==> src/rtl/seg_scan_arbiter.sv <==
// seg_scan_arbiter: two-requester round-robin owner of a 4-digit display,
// frame-latched data, blank-gapped digit scan.
module seg_scan_arbiter #(
  parameter int DIV          = 1024,
  parameter int BLANK_CYC    = 16,
  parameter int DWELL_FRAMES = 64
) (
  input  logic        clk,
  input  logic        rst_n,
  input  logic [1:0]  req,
  input  logic [15:0] data0,
  input  logic [15:0] data1,
  output logic [1:0]  grant,
  output logic        frame_done,
  output logic [3:0]  drains,
  output logic [7:0]  leds
);

  localparam int SW  = $clog2(DIV);
  localparam int DWW = $clog2(DWELL_FRAMES + 1);

  typedef enum logic [1:0] {
    IDLE,
    SHOW0,
    SHOW1
  } state_t;

  state_t          state_q, state_d;
  logic [SW-1:0]   slot_q, slot_d;
  logic [1:0]      digit_q, digit_d;
  logic [DWW-1:0]  dwell_q, dwell_inc;
  logic            last_q;
  logic [15:0]     shadow_q, shadow_d;
  logic            blank_q, blank_d;
  logic            boundary, dwell_ok;
  logic            lit;
  logic [3:0]      nib;

  function automatic logic [7:0] hex_font(input logic [3:0] n);
    case (n)
      4'h0: hex_font = 8'h3F;
      4'h1: hex_font = 8'h06;
      4'h2: hex_font = 8'h5B;
      4'h3: hex_font = 8'h4F;
      4'h4: hex_font = 8'h66;
      4'h5: hex_font = 8'h6D;
      4'h6: hex_font = 8'h7D;
      4'h7: hex_font = 8'h07;
      4'h8: hex_font = 8'h7F;
      4'h9: hex_font = 8'h6F;
      4'hA: hex_font = 8'h77;
      4'hB: hex_font = 8'h7C;
      4'hC: hex_font = 8'h39;
      4'hD: hex_font = 8'h5E;
      4'hE: hex_font = 8'h79;
      default: hex_font = 8'h71;
    endcase
  endfunction

  always_comb begin
    boundary = (slot_q == SW'(DIV - 1)) && (digit_q == 2'd3);
    slot_d   = (slot_q == SW'(DIV - 1)) ? '0 : slot_q + 1'b1;
    digit_d  = (slot_q == SW'(DIV - 1)) ? digit_q + 2'd1 : digit_q;

    // Count the frame now completing, so the hold lasts DWELL_FRAMES frames
    dwell_inc = (dwell_q == DWW'(DWELL_FRAMES)) ? dwell_q
                                                : dwell_q + 1'b1;
    dwell_ok  = (dwell_inc == DWW'(DWELL_FRAMES));

    state_d = state_q;
    unique case (state_q)
      IDLE: begin
        if (req == 2'b11)
          state_d = last_q ? SHOW0 : SHOW1;
        else if (req[0])
          state_d = SHOW0;
        else if (req[1])
          state_d = SHOW1;
      end
      SHOW0: begin
        if (!req[0])
          state_d = req[1] ? SHOW1 : IDLE;
        else if (dwell_ok && req[1])
          state_d = SHOW1;
      end
      SHOW1: begin
        if (!req[1])
          state_d = req[0] ? SHOW0 : IDLE;
        else if (dwell_ok && req[0])
          state_d = SHOW0;
      end
      default: state_d = IDLE;
    endcase

    shadow_d = shadow_q;
    blank_d  = blank_q;
    if (boundary) begin
      blank_d  = (state_d == IDLE);
      shadow_d = (state_d == SHOW0) ? data0 :
                 (state_d == SHOW1) ? data1 : 16'h0000;
    end

    nib = shadow_d[{digit_d, 2'b00} +: 4];
    lit = !blank_d && (slot_d >= SW'(BLANK_CYC));
  end

  always_ff @(posedge clk or negedge rst_n) begin
    if (!rst_n) begin
      state_q    <= IDLE;
      slot_q     <= '0;
      digit_q    <= '0;
      dwell_q    <= '0;
      last_q     <= 1'b1;
      shadow_q   <= '0;
      blank_q    <= 1'b1;
      grant      <= '0;
      frame_done <= 1'b0;
      drains     <= '0;
      leds       <= '0;
    end else begin
      slot_q     <= slot_d;
      digit_q    <= digit_d;
      shadow_q   <= shadow_d;
      blank_q    <= blank_d;
      frame_done <= (slot_d == SW'(DIV - 1)) && (digit_d == 2'd3);
      drains     <= lit ? (4'b0001 << digit_d) : 4'b0000;
      leds       <= lit ? hex_font(nib) : 8'h00;
      if (boundary) begin
        state_q <= state_d;
        grant   <= {state_d == SHOW1, state_d == SHOW0};
        if (state_d != state_q || state_q == IDLE)
          dwell_q <= '0;
        else
          dwell_q <= dwell_inc;
        if (state_d != IDLE)
          last_q <= (state_d == SHOW1);
      end
    end
  end

endmodule

==> config.mk <==
export PLATFORM = sky130hd
export DESIGN_NAME = seg_scan_arbiter
export DESIGN_NICKNAME = d
export VERILOG_FILES = /design/src/rtl/seg_scan_arbiter.sv
export SDC_FILE = /design/constraint.sdc
export NUM_CORES = 1
export LEC_CHECK = 0
export BUFFER_PORTS_ARGS = -buffer_cell sky130_fd_sc_hd__buf_2
export CAP_MARGIN = 10
export CORE_AREA = 2 2 90 92
export CTS_BUF_LIST = sky130_fd_sc_hd__clkbuf_4 sky130_fd_sc_hd__clkbuf_8
export CTS_CLUSTER_DIAMETER = 80
export CTS_CLUSTER_SIZE = 20
export DETAILED_ROUTE_END_ITERATION = 10
export DIE_AREA = 0 0 92 94
export PLACE_DENSITY_LB_ADDON = 0.05
export SLEW_MARGIN = 20
export SYNTH_ARGS = -nofsm -noshare
export SYNTH_HDL_FRONTEND = slang
export SYNTH_SLANG_ARGS = --single-unit
==> constraint.sdc <==
create_clock -name clk -period 3.5 [get_ports clk]
set_input_delay 0.35 -clock clk [delete_from_list [all_inputs] [get_ports clk]]
set_output_delay 0.35 -clock clk [all_outputs]
set_load 0.01 [all_outputs]
* Word-level counts from Yosys, hierarchy flattened
Memories as Yosys holds them, arrays and structs flattened. Cells that the tools add are included.
Storage, ports and cells: memories 1, word-level logic and storage cells 62, memory bits (read-only) 112, register bits after elaboration 54
Operators by class: multiplexer cells 21, reductions and logical operators 11, add/sub/neg operators 3, equal/unequal tests 12, order comparisons 1, shift-type cells 2
Memory list:
- (no name shown) | words 16, width 7, rd ports 1, clocked after Yosys merged registers in 0, wr ports 0, line 40 | case (n)
Operator list (count):
- two-way mux 16 bit | 3
- equality test 10 bit (second input constant) | 2
- two-way mux 2 bit | 10
- variable part select 16 x 5 -> 4 bit | 1
- equality test 7 bit (second input constant) | 2
- two-way mux 7 bit | 2
- adder 10 x 1 -> 10 bit (second input constant) | 1
- equality test 2 bit (second input constant) | 5
- >= comparator 10 x 5 -> 1 bit (second input constant) | 1
- two-way mux 10 bit | 1
- two-way mux 8 bit | 1
- adder 7 x 1 -> 7 bit (second input constant) | 1
- one-hot mux 2 bit (3 select lines) | 1
- logical AND 1 bit | 5
- equality test 2 x 1 -> 1 bit (second input constant) | 2
- logical NOT 2 bit | 2
- two-way mux 4 bit | 1
- left shift 1 x 2 -> 4 bit (first input constant) | 1
- adder 2 x 1 -> 2 bit (second input constant) | 1
- two-way mux 1 bit | 2
- != test 2 bit | 1
- AND reduction 2 bit | 1
- nonzero test 2 bit | 1
- logical NOT 1 bit | 1
- logical OR 1 bit | 1

* Depth between registers and ports, before layout
Gate-level depths: netlist of the first run. An unclocked memory read counts as a cell.
depth in word-level cells 14, depth in mapped cells 15, depth with buffers taken out 13

* Worst setup path after synthesis of the first run
Ideal clock, no wire load.
kind reg-to-reg, start point register dwell_q[0], end point register leds[3], period minus slack after synthesis 3.283 ns, cell stages (with the launch flop) 15, library setup time 0.122 ns, arrival 3.162 ns, buffers on the path 2, setup slack 0.217 ns, data required time 3.378 ns, cells stage by stage dfrtp_1 -> buf_2 -> inv_1 -> ha_1 -> nand4bb_4 -> or3_4 -> a41o_4 -> a21oi_1 -> o21ai_2 -> buf_2 -> o221ai_2 -> o2111ai_4 -> ha_1 -> nand2b_1 -> a32o_1
Between the ends: longest elaborated chain between the ends 14, elaborated cells on any way between the ends 23, those cells by class add/sub (1); eq/ne (4); shift (1); mux (11); reduce/logical (5); memory (1)
Ends and longest elaborated chain:
- from (decl) | line 31 | logic [DWW-1:0] dwell_q, dwell_inc;
- from (signal assigned) | line 134 | dwell_q <= dwell_inc;
- adder 7 x 1 -> 7 bit / equality test 7 bit (equally long branches) | line 67, 66
- two-way mux 7 bit * | line 66 | dwell_inc = (dwell_q == DWW'(DWELL_FRAMES)) ? dwell_q
- equality test 7 bit * | line 68 | dwell_ok = (dwell_inc == DWW'(DWELL_FRAMES));
- logical AND 1 bit (on tied branches) | line 89, 83
- two-way mux 2 bit (on tied branches) | line 89, 83
- two-way mux 2 bit (on tied branches) | line 87, 81
- one-hot mux 2 bit (3 select lines) * | line 71 | unique case (state_q)
- equality test 2 bit | line 100 | (state_d == SHOW1) ? data1 : 16'h0000;
- two-way mux 16 bit | line 100
- two-way mux 16 bit | line 99 | shadow_d = (state_d == SHOW0) ? data0 :
- two-way mux 16 bit | line 97 | if (boundary) begin
- variable part select 16 x 5 -> 4 bit | line 103 | nib = shadow_d[{digit_d, 2'b00} +: 4];
- memory read (16 x 7 bit)
- two-way mux 8 bit * | line 127 | leds <= lit ? hex_font(nib) : 8'h00;
- to (signal assigned) | line 127
- to (decl) | line 16 | output logic [7:0] leds
Every way passes the cells marked *; elsewhere a longest branch is shown, timed or not. A chain may end at the register's enable or synchronous reset.

* Final worst setup path of the first run
start point register dwell_q[0], end point register leds[0]
The elaborated chain is that of the path after synthesis.

==> results.json, run 1 <==
{
  "outcome": "completed",
  "wl_per_cell_um": 15.9,
  "finalHoldViolCount": 0,
  "max_stage_delay_ps": 450,
  "gp_congestion": 0.859,
  "p_sw_frac": 0.238,
  "nets": 439,
  "synth_top_area_frac": 0.381,
  "layout_setup_ws_ps": 117,
  "clkPwrFrac": 0.369,
  "ys.flop_type": "dfrtp_1",
  "first_iter_violations": 102,
  "path_max_fanout": 6,
  "worstRegToRegCells": 13,
  "cts_buffers": 5,
  "worst_slew_pin_slew_ps": 714,
  "grt_start_max_net_pins": 30,
  "synthesis.area_mm2": 0.00335,
  "ant_nets": 0,
  "synth_common_cells": "dfrtp_1, nand2_1, inv_1, nor2_1, o21ai_0",
  "routed_wl_um": 7880,
  "cp_slowest_cell": "dfrtp_1",
  "final_layout_size_suffix_gt1_frac": 0.318,
  "cellPowerDensity_mw_per_mm2": 295,
  "p_sw_w": 0.000281,
  "ys_ff_latch": 53,
  "clock_skew_ps": 12.1,
  "n_antenna_cell": 0,
  "vias": 2685,
  "startpoint_type": "flop",
  "synth.most_common_cell": "dfrtp_1",
  "slew_headroom": 0.519,
  "finalCritPeriodShare": 0.967,
  "clk_pin_slew_ps": 110,
  "synth_edf_count": 0,
  "crit_buf_inv": 2,
  "io_pins": 51,
  "die_w_um": 92,
  "dpl-instance-area_mm2": 0.00380,
  "hold_buffers": 0,
  "viasPerCell": 5.42,
  "dpl.hpwl_um": 5970,
  "area_delta_synth_final_pct": 19.3,
  "p_int_w": 0.000899,
  "required_ps": 3700,
  "synth_warnings": 0,
  "seq_area_frac_synth": 0.397,
  "die_area_mm2": 0.00865,
  "hold_class": "input port to asynchronous set/reset pin",
  "p_seq_frac": 0.534,
  "die_y_um": 94,
  "dp_slack_ps": 64.4,
  "drcViolationCount": 0,
  "setup_violations": 0,
  "cts_buffer_depth": 2,
  "path_class": "flop to flop",
  "antenna_found_initial": 0,
  "first_pass_iters": 5,
  "synth_area_leaders": "dfrtp_1, mux2i_1, ha_1",
  "async_reset_ff_frac": 1.00,
  "end_kind": "flop",
  "synthCells": 324,
  "synth_fp_nets": 371,
  "critical_path.top_delay_family": "compound AO/OA/AOI/OAI gates",
  "synthDistinctLibCells": 77,
  "maxCapViolations": 0,
  "grt_overflow": 0,
  "fin_area_mm2": 0.00400,
  "first_global_vias": 2546,
  "tritoncts": "yes",
  "p_comb_frac": 0.097,
  "fmax_mhz": 296,
  "fin_crit_ps": 3380,
  "grt_usage": 0.189,
  "initial_core_util": 0.440,
  "fill_cells": 729,
  "htreeDepth": 2,
  "cp.arrival_ps": 3580,
  "netlist.top_cell.by_area": "dfrtp_1",
  "root_buffer": "clkbuf_8",
  "slew_violations": 0,
  "core_mm2": 0.00761,
  "p_leak_nw": 1.93,
  "path_cells": "inv_1 > ha_1 > nand4bb_4 > or3_4 > a41oi_4 > o31ai_2 > o21a_2 > a2111o_1 > nand4_1 > buf_4 > ha_2 > nor2_1 > a211o_1",
  "ir_worst_vdd_mv": 0.133,
  "synth.avg_cell_area_um2": 10.3,
  "grt_pass1_wl_um": 12800,
  "crit_cells": 13,
  "clock_latency_ps": 310,
  "portBuffers": 49,
  "clock_sinks": 53,
  "rows": 32
}
[power groups by stage]
stage	Clock [W]	Sequential [W]	Combinational (W)
6_report	0.000435	0.000630	0.000115
5_1_grt	0.000475	0.000632	0.000129
4_1_cts	0.000447	0.000631	0.000115
3_5_place_dp	0	0.000642	0.000115
3_3_place_gp	0	0.000642	0.000115
2_1_floorplan	0	0.000645	0.0000528
[metal layers]
metal / wire (um) / part of all wire / track usage / vias up
met1: 4000 / 0.51 / 0.276 / 1298
li1: - / - / - / 1336
met5: 0 / 0 / 0 / -
met4: 34 / 0.0043 / 0.0410 / 0
met3: 247 / 0.031 / 0.0329 / 2
met2: 3590 / 0.46 / 0.295 / 49
[flip-flops by register name, summed over array words and instances, names as in the netlist]
register and cells:
blank_q 1, digit_q 2, drains 4, dwell_q 7, frame_done 1, grant 2
last_q 1, leds 7, shadow_q 16, slot_q 10, state_q 2
[layout by cell type, fill, tap and decap left out, types with 6 or more instances in the layout]
master	instances
dfrtp_1	50
buf_2	49
nand2_1	30
buf_4	27
inv_1	19
nor2_1	16
o21ai_0	15
mux2i_1	14
nand3_1	12
ha_1	9
a21o_1	7
a211o_1	7
nand2b_1	6
xor2_1	6
[area by class of cell]
type | instances | area, um^2 | share of cell area
timing repair buffer | 76 | 448 | 0.112
sequential | 53 | 1330 | 0.333
tap | 102 | 128 | 0.0319
clock inverter | 2 | 38.8 | 0.00971
clock buffer | 6 | 76.3 | 0.0191
multi-input combinational | 235 | 1900 | 0.474
inverter | 21 | 78.8 | 0.0197
[metrics by stage]
stage               setup TNS (ps)  power (W)  instances   util  hold slack (ps)
floorplan                        0   0.000698        324      -             54.4
global placement                 0   0.000757        484  0.500              388
detailed placement               0   0.000757        484  0.500              394
CTS                              0    0.00119        492  0.515             41.5
global route                 -22.9    0.00124        495  0.525             54.8
finish                           0    0.00118        495  0.525             18.4
[repair_timing]
item	4_1_cts	5_1_grt
endpoints found under the setup margin	0	7
setup buffers	0	3
resized for setup	0	13
[kinds of logic after synthesis]
kind of cell	Yosys count	share of synthesized area
AO/OA/AOI/OAI	91	0.247
XOR/XNOR	13	0.0362
adder cells (fa/ha/maj)	11	0.0411
other	1	0.00112
multiplexers	14	0.0419
buffers and inverters	36	0.0531
AND/OR/NAND/NOR	105	0.183
flip-flops	53	0.397
[worst reg2reg max path, stage by stage (launching register included)]
cell,delay (ps)
dfrtp_1,450
inv_1,80
ha_1,180
nand4bb_4,140
or3_4,390
a41oi_4,260
o31ai_2,130
o21a_2,240
a2111o_1,420
nand4_1,230
buf_4,170
ha_2,210
nor2_1,70
a211o_1,300
[path summary, 6_finish.rpt]
kind,endpoint,slack [ps],start
setup / recovery,leds[0],120,dwell_q[0]
hold / removal,dwell_q[0],20,rst_n
setup reg to reg,leds[0],120,dwell_q[0]
hold reg to reg,grant[0],480,grant[0]
max in group asynchronous,blank_q,2640,rst_n
min in group clk,shadow_q[14],250,data0[14]
No activity file was read; power rests on OpenSTA's default activity.
==> inputs of run 2 (changes only) <==
Clock period 3.5 ns to 3.9 ns, I/O delays scaled along.
==> run 2 against run 1 <==
Routed wire length grew 0.55%. Sequential share of layout area grew 1.8 points. Non-clock buffer count shrank 19. Clock power shrank 22%. Global-route usage grew 0.53 points. Maximum frequency shrank 5.6%. Combinational power shrank 16%. Sequential cell count is the same. Highest routed layer unchanged. Die area is the same. Largest power group unchanged. Final cell count shrank 3.8%.
==> results.json, run 2 (synthesized netlist as in run 1, its figures left out) <==
{
  "layout.cells.most_common": "dfrtp_1",
  "fmax_mhz": 279,
  "routed_wl_um": 7920,
  "vias": 2658,
  "cp.arrival_ps": 3850,
  "p_leak_nw": 1.83,
  "hold_class": "input port to asynchronous set/reset pin",
  "finalHoldViolCount": 0,
  "grt_start_max_net_pins": 54,
  "first_global_vias": 2557,
  "wl_met1_um": 3910,
  "gp_congestion": 0.783,
  "setup_tns_ps": 0,
  "fin_crit_ps": 3580,
  "clkPwrFrac": 0.338,
  "ant_nets": 0,
  "final_layout_size_suffix_gt1_frac": 0.254,
  "area_delta_synth_final_pct": 13.1,
  "cellPowerDensity_mw_per_mm2": 264,
  "end_kind": "flop",
  "ctsResizeCount": 0,
  "largest-register": "shadow_q",
  "clk_pin_slew_ps": 110,
  "nets": 420,
  "clock_latency_ps": 310,
  "grt_pass1_wl_um": 13300,
  "reg_top3": "shadow_q x16, slot_q x10",
  "n_antenna_cell": 0,
  "largest_register_ffs": 16,
  "post-cts-setup-buffer-count": 0,
  "layout_common_cells": "dfrtp_1, buf_2, nand2_1",
  "met2_length_um": 3600,
  "ir_worst_vdd_mv": 0.147,
  "worst_slew_pin_slew_ps": 901,
  "dpl.hpwl_um": 5900,
  "wl_met3_um": 296,
  "required_ps": 4160,
  "setup_violations": 0,
  "cts_buffer_depth": 2,
  "viasPerCell": 5.58,
  "die_w_um": 92,
  "p_sw_frac": 0.266,
  "maxCapViolations": 0,
  "drcViolationCount": 0,
  "hold_buffers": 0,
  "tritoncts": "yes",
  "grt_usage": 0.194,
  "startpoint_type": "flop",
  "slew_headroom": 0.393,
  "die_y_um": 94,
  "antenna_found_initial": 0,
  "die_area_mm2": 0.00865,
  "rows": 32,
  "clock_skew_ps": 6.86,
  "root_buffer": "clkbuf_8",
  "cts_buffers": 5,
  "dr.max_layer_used": "met4",
  "fill_cells": 736,
  "portBuffers": 49,
  "slew_violations": 0,
  "outcome": "completed",
  "first_pass_iters": 4,
  "p_comb_frac": 0.096,
  "initial_core_util": 0.440,
  "path_class": "flop to flop",
  "first_iter_violations": 143,
  "p_seq_frac": 0.565,
  "p_int_w": 0.000734,
  "htreeDepth": 2,
  "grt_overflow": 0,
  "path_max_fanout": 10,
  "finalCritPeriodShare": 0.919,
  "rsz0062_at_grt": "false",
  "core_mm2": 0.00761,
  "wl_per_cell_um": 16.6,
  "holdWs_ps": 175,
  "io_pins": 51,
  "p_sw_w": 0.000266,
  "clock_sinks": 53
}
## run 2: changes by cell type in the layout (fill, tap and decap cells not counted), sizes merged
cell,change
buf,-19
bufinv,-1
clkbuf,-1
clkinv,+1
inv,+1
## run 2: stage by stage
stage	util	power [W]	instances	instance area, um^2	setup WS, ps
floorplan	-	0.000627	324	3350	617
global placement	0.484	0.000674	468	3680	343
detailed placement	0.484	0.000674	468	3680	264
CTS	0.497	0.00102	476	3780	233
global route	0.498	0.00105	476	3790	25.7
finish	0.498	0.00100	476	3790	317
## run 2: path summary, 6_finish.rpt
| path | from | to | slack, ps | cells after the start |
|---|---|---|---|---|
| max | dwell_q[0] | leds[0] | 320 | 12 |
| min | rst_n | dwell_q[6] | 180 | 2 |
| max reg2reg | dwell_q[0] | leds[0] | 320 | 12 |
| min reg2reg | shadow_q[13] | shadow_q[13] | 490 | 2 |
| max in group asynchronous | rst_n | digit_q[0] | 3220 | 2 |
| min in group clk | data0[7] | shadow_q[7] | 290 | 2 |
## run 2: layout make-up
type,count,area [um^2],share of cell area
Clock buffer,5,68.8,0.0182
Clock inverter,3,26.3,0.00694
Inverter,21,78.8,0.0208
Multi-Input combinational cell,235,1850,0.489
Sequential cell,53,1330,0.351
Tap cell,102,128,0.0337
Timing Repair Buffer,57,305,0.0806
## run 2: power by group through the flow
stage                     clock, W  sequential, W  combinational (W)
after floorplan                  0       0.000579          0.0000474
after global placement           0       0.000576          0.0000972
after detailed placement         0       0.000576          0.0000982
after CTS                 0.000353       0.000566          0.0000984
after global routing      0.000369       0.000568           0.000109
final                     0.000338       0.000566          0.0000964
## run 2: critical path: stages, from the launching register on
cell,delay [ps]
dfrtp_1,520
ha_2,320
nand3b_1,100
a211oi_1,430
o22a_2,280
a21oi_1,140
o21a_2,290
a2111o_1,410
nand4_1,230
inv_1,160
ha_1,240
nor4_1,280
a211o_1,130
## run 2: layer usage
metal | up-vias | GRT usage
li1 | 1296 | -
met1 | 1296 | 0.286
met2 | 57 | 0.297
met3 | 9 | 0.0313
met4 | 0 | 0.0510
met5 | - | 0
